**config.mk**
```make
export PLATFORM = sky130hd
export DESIGN_NAME = sfpp_link_sequencer
export DESIGN_NICKNAME = d
export VERILOG_FILES = /design/src/rtl/sfpp_link_seq_pkg.sv /design/src/rtl/sfpp_link_seq_timer.sv /design/src/rtl/sfpp_link_sequencer.sv
export SDC_FILE = /design/constraint.sdc
export NUM_CORES = 1
export LEC_CHECK = 0
export ABC_AREA = 0
export CORE_MARGIN = 5
export CORE_UTILIZATION = 43
export CTS_CLUSTER_DIAMETER = 200
export DETAILED_ROUTE_END_ITERATION = 7
export DONT_BUFFER_PORTS = 1
export HOLD_SLACK_MARGIN = 0.02
export PLACE_DENSITY = 0.69
export SYNTH_ARGS = -nofsm -noshare
export SYNTH_HDL_FRONTEND = slang
export SYNTH_SLANG_ARGS = --single-unit
```
**constraint.sdc**
```tcl
create_clock -name clk -period 2.6 [get_ports clk]
set_input_delay 0.39 -clock clk [delete_from_list [all_inputs] [get_ports clk]]
set_output_delay 0.39 -clock clk [all_outputs]
set_load 0.03 [all_outputs]
```
**src/rtl/sfpp_link_seq_pkg.sv**
```systemverilog
// sfpp_link_seq_pkg
// Shared types and constants for the SFP+ link sequencer:
//   - sfpp_link_seq_state_t : 3-bit sequencer state (also the seq_state readback code)
//   - GT_*                  : bit positions inside gt_status
//   - CTL_*                 : bit positions inside gt_control
//   - CTRL_*                : gt_control value driven in each state
//   - ctrl_for_state()      : state -> gt_control mapping
// The RX-only and full reset pulses share one state code (ST_RST) so the state
// fits three bits; gt_control (6'h08 vs 6'h01) tells the two apart on readback.
package sfpp_link_seq_pkg;

    typedef enum logic [2:0] {
        ST_IDLE      = 3'd0,
        ST_WAIT_PLL  = 3'd1,
        ST_WAIT_TX   = 3'd2,
        ST_WAIT_RX   = 3'd3,
        ST_WAIT_LOCK = 3'd4,
        ST_UP        = 3'd5,
        ST_RST       = 3'd6,
        ST_FAULT     = 3'd7
    } sfpp_link_seq_state_t;

    localparam int GT_POWERGOOD         = 0;
    localparam int GT_TX_RESET_DONE     = 4;
    localparam int GT_RX_RESET_DONE     = 7;
    localparam int GT_USERCLK_TX_ACTIVE = 8;
    localparam int GT_USERCLK_RX_ACTIVE = 9;
    localparam int GT_EXT_PLL_LOCK      = 10;
    localparam int GT_QPLL_LOCK         = 11;
    localparam int GT_RX_CDR_STABLE     = 12;

    localparam int CTL_HOLD_ALL   = 0;
    localparam int CTL_TX_PLL_DP  = 1;
    localparam int CTL_RX_PLL_DP  = 2;
    localparam int CTL_RX_DP      = 3;
    localparam int CTL_TX_USERCLK = 4;
    localparam int CTL_RX_USERCLK = 5;

    localparam logic [5:0] CTRL_IDLE     = 6'b1 << CTL_HOLD_ALL;
    localparam logic [5:0] CTRL_RUN      = 6'h00;
    localparam logic [5:0] CTRL_RX_RST   = 6'b1 << CTL_RX_DP;
    localparam logic [5:0] CTRL_FULL_RST = 6'b1 << CTL_HOLD_ALL;
    localparam logic [5:0] CTRL_FAULT    = 6'b1 << CTL_HOLD_ALL;

    function automatic logic [5:0] ctrl_for_state(input sfpp_link_seq_state_t st,
                                                  input logic rx_kind);
        logic [5:0] ctrl;
        ctrl = CTRL_RUN;
        case (st)
            ST_IDLE:  ctrl = CTRL_IDLE;
            ST_FAULT: ctrl = CTRL_FAULT;
            ST_RST:   ctrl = rx_kind ? CTRL_RX_RST : CTRL_FULL_RST;
            default:  ctrl = CTRL_RUN;
        endcase
        return ctrl;
    endfunction

endpackage

```
**src/rtl/sfpp_link_seq_timer.sv**
```systemverilog
// sfpp_link_seq_timer
// Loadable down-counter. 'load' takes priority; otherwise the count steps down
// once per cycle and holds at zero. 'done' is high while the count is zero.
// Ports:
//   clk, rst_n  : clock, async active-low reset (count resets to 0)
//   load        : load load_value on this edge
//   load_value  : reload value
//   done        : count == 0
module sfpp_link_seq_timer #(
    parameter int WIDTH = 8
) (
    input  logic             clk,
    input  logic             rst_n,
    input  logic             load,
    input  logic [WIDTH-1:0] load_value,
    output logic             done
);
    logic [WIDTH-1:0] count;

    always_ff @(posedge clk or negedge rst_n) begin
        if (!rst_n) begin
            count <= '0;
        end else if (load) begin
            count <= load_value;
        end else if (count != '0) begin
            count <= count - 1'b1;
        end
    end

    assign done = (count == '0);

endmodule

```
**src/rtl/sfpp_link_sequencer.sv**
```systemverilog
// sfpp_link_sequencer
// Autonomous bring-up / recovery sequencer for the SFP+ 10GBASE-R transceiver.
// Releases resets in order, waits on status milestones, filters PHY block lock,
// and re-runs resets on timeout or link loss with a bounded retry budget.
// Ports:
//   clk, rst_n     : clock, async active-low reset
//   enable         : low forces IDLE on the next edge
//   gt_status[12:0]: transceiver status (pre-synchronized)
//   rx_block_lock  : PHY block lock (pre-synchronized)
//   rx_high_ber    : PHY high BER (pre-synchronized)
//   gt_control[5:0]: transceiver reset controls (registered)
//   link_up, fault : registered state flags
//   retry_count    : retries since last UP, saturating
//   seq_state      : state code for readback
// Build option: define SFPP_LINK_SEQ_BER_RECOVERY_EN to treat rx_high_ber as
// a loss of lock (in UP and in the WAIT_LOCK filter). Otherwise it is ignored.
//
// state        | meaning
// IDLE         | holding everything in reset, waiting for enable
// WAIT_PLL     | waiting for powergood, ext PLL lock and QPLL lock
// WAIT_TX      | waiting for TX reset done and TX userclk active
// WAIT_RX      | waiting for RX reset done, RX userclk active and CDR stable
// WAIT_LOCK    | filtering rx_block_lock for LOCK_FILTER_CYCLES
// UP           | link up
// RST          | reset pulse; rx_kind=1 RX datapath only, rx_kind=0 full
// FAULT        | retries exhausted, waiting for enable to drop
module sfpp_link_sequencer #(
    parameter int TIMEOUT_CYCLES     = 1_000_000,
    parameter int RESET_PULSE_CYCLES = 16,
    parameter int MAX_RETRIES        = 3,
    parameter int LOCK_FILTER_CYCLES = 1024
) (
    input  logic        clk,
    input  logic        rst_n,
    input  logic        enable,
    input  logic [12:0] gt_status,
    input  logic        rx_block_lock,
    input  logic        rx_high_ber,
    output logic [5:0]  gt_control,
    output logic        link_up,
    output logic        fault,
    output logic [7:0]  retry_count,
    output logic [2:0]  seq_state
);
    import sfpp_link_seq_pkg::*;

    localparam int CNT_MAX = (TIMEOUT_CYCLES > LOCK_FILTER_CYCLES) ? TIMEOUT_CYCLES
                                                                    : LOCK_FILTER_CYCLES;
    localparam int CNT_W   = $clog2(CNT_MAX + 1);
    // The timer counts down to zero inclusive, so loading N-1 gives N cycles.
    localparam logic [CNT_W-1:0] TIMEOUT_LOAD = CNT_W'(TIMEOUT_CYCLES - 1);
    localparam logic [CNT_W-1:0] PULSE_LOAD   = CNT_W'(RESET_PULSE_CYCLES - 1);
    // The filter loads N and advances one edge after reaching zero, so UP
    // lands LOCK_FILTER_CYCLES+1 edges after lock is first sampled high.
    localparam logic [CNT_W-1:0] FILTER_LOAD  = CNT_W'(LOCK_FILTER_CYCLES);
    localparam logic [7:0] RETRY_LIMIT = (MAX_RETRIES > 255) ? 8'd255 : 8'(MAX_RETRIES);

    sfpp_link_seq_state_t state, state_next;
    logic       rx_kind, rx_kind_next;
    logic [7:0] retry_next;
    logic       tmr_load, tmr_done, filt_load, filt_done;
    logic       want_retry, retry_rx;
    logic       pll_ok, tx_ok, rx_ok, lock_ok;

    assign pll_ok = gt_status[GT_POWERGOOD] & gt_status[GT_EXT_PLL_LOCK] & gt_status[GT_QPLL_LOCK];
    assign tx_ok  = gt_status[GT_TX_RESET_DONE] & gt_status[GT_USERCLK_TX_ACTIVE];
    assign rx_ok  = gt_status[GT_RX_RESET_DONE] & gt_status[GT_USERCLK_RX_ACTIVE]
                  & gt_status[GT_RX_CDR_STABLE];

    logic unused_status;
    assign unused_status = ^{gt_status[3:1], gt_status[6:5]};

`ifdef SFPP_LINK_SEQ_BER_RECOVERY_EN
    assign lock_ok = rx_block_lock & ~rx_high_ber;
`else
    assign lock_ok = rx_block_lock;
    logic unused_ber;
    assign unused_ber = rx_high_ber;
`endif

    always_comb begin
        state_next   = state;
        rx_kind_next = rx_kind;
        retry_next   = retry_count;
        want_retry   = 1'b0;
        retry_rx     = 1'b0;

        case (state)
            ST_IDLE:      if (enable) state_next = ST_WAIT_PLL;
            ST_WAIT_PLL:  if (pll_ok) state_next = ST_WAIT_TX;
                          else if (tmr_done) want_retry = 1'b1;
            ST_WAIT_TX:   if (tx_ok) state_next = ST_WAIT_RX;
                          else if (tmr_done) want_retry = 1'b1;
            ST_WAIT_RX:   if (rx_ok) state_next = ST_WAIT_LOCK;
                          else if (tmr_done) begin
                              want_retry = 1'b1;
                              retry_rx   = 1'b1;
                          end
            ST_WAIT_LOCK: if (filt_done && lock_ok) state_next = ST_UP;
                          else if (tmr_done) begin
                              want_retry = 1'b1;
                              retry_rx   = 1'b1;
                          end
            ST_UP:        if (!lock_ok) begin
                              want_retry = 1'b1;
                              retry_rx   = 1'b1;
                          end
            ST_RST:       if (tmr_done) state_next = rx_kind ? ST_WAIT_RX : ST_WAIT_PLL;
            ST_FAULT:     state_next = ST_FAULT;
            default:      state_next = ST_IDLE;
        endcase

        // A retry that would push the count past the limit becomes FAULT.
        if (want_retry) begin
            if (retry_count >= RETRY_LIMIT) begin
                state_next = ST_FAULT;
            end else begin
                state_next   = ST_RST;
                rx_kind_next = retry_rx;
                retry_next   = (retry_count == 8'hFF) ? retry_count : retry_count + 8'd1;
            end
        end

        if (!enable) state_next = ST_IDLE;

        if (state_next == ST_IDLE || (state_next == ST_UP && state != ST_UP)) begin
            retry_next = 8'd0;
        end
    end

    assign tmr_load  = (state_next != state);
    assign filt_load = (state != ST_WAIT_LOCK) || !lock_ok;

    sfpp_link_seq_timer #(.WIDTH(CNT_W)) u_timeout (
        .clk        (clk),
        .rst_n      (rst_n),
        .load       (tmr_load),
        .load_value ((state_next == ST_RST) ? PULSE_LOAD : TIMEOUT_LOAD),
        .done       (tmr_done)
    );

    sfpp_link_seq_timer #(.WIDTH(CNT_W)) u_lock_filter (
        .clk        (clk),
        .rst_n      (rst_n),
        .load       (filt_load),
        .load_value (FILTER_LOAD),
        .done       (filt_done)
    );

    always_ff @(posedge clk or negedge rst_n) begin
        if (!rst_n) begin
            state       <= ST_IDLE;
            rx_kind     <= 1'b0;
            retry_count <= 8'd0;
            gt_control  <= CTRL_IDLE;
            link_up     <= 1'b0;
            fault       <= 1'b0;
        end else begin
            state       <= state_next;
            rx_kind     <= rx_kind_next;
            retry_count <= retry_next;
            gt_control  <= ctrl_for_state(state_next, rx_kind_next);
            link_up     <= (state_next == ST_UP);
            fault       <= (state_next == ST_FAULT);
        end
    end

    assign seq_state = state;

endmodule

```
==> results.json <==
{
  "status": "complete, but fails checks",
  "violations": "setup timing",
  "reg2reg_depth": 11,
  "routabilityCongestion": 0.850,
  "min_to": "u_lock_filter.count[10]",
  "ctsLongestPathBuffers": 2,
  "slew_headroom_pct": 58.6,
  "clock_skew_ns": 0.0125,
  "initialDrtViolationCount": 129,
  "dp_hpwl_microns": 5080,
  "p_comb_share_pct": 21.6,
  "cp.arrival_ns": 3.04,
  "postRouteAntennaNets": 0,
  "required_ns": 2.81,
  "ys_warn_count": 0,
  "r2r_start": "u_timeout.count[1]",
  "ctsHtreeMaxLevel": 2,
  "period_needed_ns": 2.84,
  "cts-root-buf": "clkbuf_8",
  "cp-start-kind": "flop",
  "route.detailed.vias_per_inst": 5.36,
  "clk_pin_slew_ns": 0.10,
  "io-pin-count": 37,
  "fmax_ghz": 0.353,
  "seqPwrFrac_pct": 50.7,
  "cp-startpoint": "u_timeout.count[1]",
  "grt_overflow": 0,
  "layout.area.seq_sq_um": 1400,
  "first_global_vias": 2505,
  "grt_usage_pct": 16.2,
  "finalSetupViolations": 20,
  "finalPower_mw": 1.85,
  "p_per_area_nw_per_um2": 456,
  "synth_ff_type": "dfrtp_1",
  "cts_tree": "built",
  "p_switching_mw": 0.505,
  "r2r_setup_slack_ns": -0.24,
  "nNetsFinal": 396,
  "syn_to_final_growth_pct": 30.5,
  "ys_seq_area_share_pct": 45.1,
  "cpMaxStageDelayCell": "or4b_4",
  "finalHoldViolCount": 0,
  "wirelength_microns": 7010,
  "p_int_mw": 1.35,
  "min_period_over_period_pct": 109,
  "endpoint_kind": "flop",
  "r2r-end": "u_timeout.count[9]",
  "synth_area_sq_um": 3110,
  "tightest_slew_ns": 0.620,
  "syn_avg_cell_area_sq_um": 10.1,
  "synth_edf_count": 0,
  "wire_per_inst_microns": 14.8,
  "slowest_delay_ns": 0.46,
  "die_y_microns": 95.1,
  "min_path_type": "in2reg",
  "clkPwrFrac_pct": 27.6,
  "drive_gt1_share_pct": 34.7,
  "num_vias": 2543,
  "placementRows": 31,
  "drt-pass1-iter-count": 4,
  "netlist_instances": 309,
  "insertion_delay_ns": 0.30,
  "drc_errors": 0,
  "antenna_cells": 0,
  "grt_max_degree": 57,
  "crit_fanout": 7,
  "fillers": 619,
  "ys_ff_latch": 56,
  "dp_slack_ns": -0.368,
  "cts_sinks": 56,
  "ir_drop_v": 0.000238,
  "antenna_found_initial": 0,
  "path_cells": "inv_2, ha_4, or4b_4, nand4b_4, o32ai_2, o221a_2, o211ai_4, inv_4, xnor2_4, o211ai_4, o32ai_2",
  "die_width_microns": 95.1,
  "crit_type": "reg2reg",
  "rsz0062_at_grt": "true",
  "leakage_nw": 1.74,
  "hold_start": "rx_block_lock",
  "io_buffers": 0,
  "drv_slew": 0,
  "swShare_pct": 27.2,
  "start_util_pct": 43.6,
  "ys_types": 66,
  "drv_cap": 0,
  "core_sq_um": 7140,
  "die_area_sq_um": 9040,
  "grt_pass1_wl_microns": 11600,
  "setup_slack_ns": -0.236,
  "synthArstFlopShare_pct": 100,
  "tns_ns": -3.50,
  "cts_buffers": 5,
  "min_path_cells": 1,
  "multi_input_area_sq_um": 1840
}
==> cells in the mapped netlist (2+ instances only) <==
cell,count,area share (%)
dfrtp_1,55,44
nor2_1,41,4.9
xnor2_1,20,5.6
nand2_1,16,1.9
nor3_1,16,2.6
xor2_1,14,3.9
o21ai_0,11,1.8
o32ai_1,9,2.5
or3_1,9,1.8
a21oi_1,8,1.3
and2_1,8,1.6
inv_1,7,0.84
nand3_1,7,1.1
nor4_1,7,1.4
nand2b_1,5,1.0
nand4_1,5,1.0
buf_4,4,0.96
clkbuf_1,4,0.48
ha_1,4,1.6
nor4_2,4,1.6
or2_2,3,0.60
a211o_1,2,0.56
buf_2,2,0.32
buf_6,2,0.72
o2111ai_1,2,0.56
o21a_1,2,0.48
o2bb2ai_1,2,0.56
o31ai_1,2,0.48
==> sequential cells by signal, indices dropped and copies added, names as in the netlist <==
signal,count
seq_state,3
u_timeout.count,20
fault,1
u_lock_filter.count,20
rx_kind,1
link_up,1
retry_count,8
gt_control,2
==> how the worst max path moves through the flow <==
stage | end | cells past startpoint | slack, ns
after detailed placement | u_timeout.count[17] | 9 | -0.37
after CTS | u_timeout.count[16] | 11 | -0.19
after global routing | u_timeout.count[14] | 11 | -0.32
final | u_timeout.count[9] | 11 | -0.24
after floorplan | u_timeout.count[1] | 12 | -0.10
after global placement | u_timeout.count[9] | 11 | -0.27
==> routing by layer <==
layer | vias to the layer above | track usage (%) | part of all wire [%]
li1 | 1236 | - | -
met1 | 1220 | 20.9 | 44
met2 | 75 | 26.7 | 49
met3 | 12 | 4.03 | 5.2
met4 | 0 | 5.17 | 1.6
met5 | - | 0 | 0
==> layout by cell type, fill, tap and decap left out, types with 7 or more instances in the layout <==
cell      synthesis  final
buf_4             4     61
dfrtp_1          55     55
nor2_1           41     35
xnor2_1          20     20
nand2_1          16     15
xor2_1           14     14
nor3_1           16     13
o21ai_0          11     11
or3_1             9      9
o32ai_2           0      8
and2_1            8      8
nand3_1           7      7
a21oi_1           8      7
clkbuf_8          0      7
==> critical path: cells and delay by family, from the launching register on <==
kind / cells / cell delay (ns)
buffers and inverters: 2 / 0.19
flip-flops: 1 / 0.41
XOR/XNOR: 1 / 0.15
AND/OR/NAND/NOR: 2 / 0.73
AO/OA/AOI/OAI: 5 / 1.13
adder cells (fa/ha/maj): 1 / 0.13
==> layout make-up <==
class,instances,share of cell area (%)
Clock buffer,8,2.46
Inverter,9,0.893
Multi-Input combinational cell,235,45.4
Sequential cell,56,34.5
Tap cell,99,3.05
Timing Repair Buffer,67,13.7
==> power groups by stage <==
stage / Sequential [mW] / Combinational (mW) / Clock (mW)
6_report: 0.941 / 0.401 / 0.513
5_1_grt: 0.946 / 0.435 / 0.566
3_3_place_gp: 0.954 / 0.297 / 0
2_1_floorplan: 0.961 / 0.191 / 0
4_1_cts: 0.939 / 0.389 / 0.523
3_5_place_dp: 0.956 / 0.309 / 0
==> cells by family after synthesis <==
family                   after synthesis  share of synthesized area (%)
AO/OA/AOI/OAI                         54                           14.2
XOR/XNOR                              35                           10.1
adder cells (fa/ha/maj)                4                           1.61
buffers and inverters                 22                           3.78
flip-flops                            56                           45.1
multiplexers                           2                          0.683
other                                  1                          0.120
AND/OR/NAND/NOR                      135                           24.5
==> stage by stage <==
step | utilization [%] | area, sq um | hold slack, ns | std cells
2_1_floorplan | - | 3160 | 0.0944 | 312
3_3_place_gp | 51.5 | 3680 | 0.0983 | 458
3_5_place_dp | 51.5 | 3680 | 0.0988 | 458
4_1_cts | 55.8 | 3980 | 0.164 | 473
5_1_grt | 56.9 | 4060 | 0.165 | 474
6_report | 56.9 | 4060 | 0.168 | 474
==> repair_timing <==
item                       4_1_cts  5_1_grt
pin swaps                       10        9
setup buffers                    4        2
hold buffers                     2        0
resized for setup               20       15
setup endpoints to repair       20       32
gates cloned                     1        0
hold endpoints to repair        56        0
No activity file was read; power rests on OpenSTA's default activity.
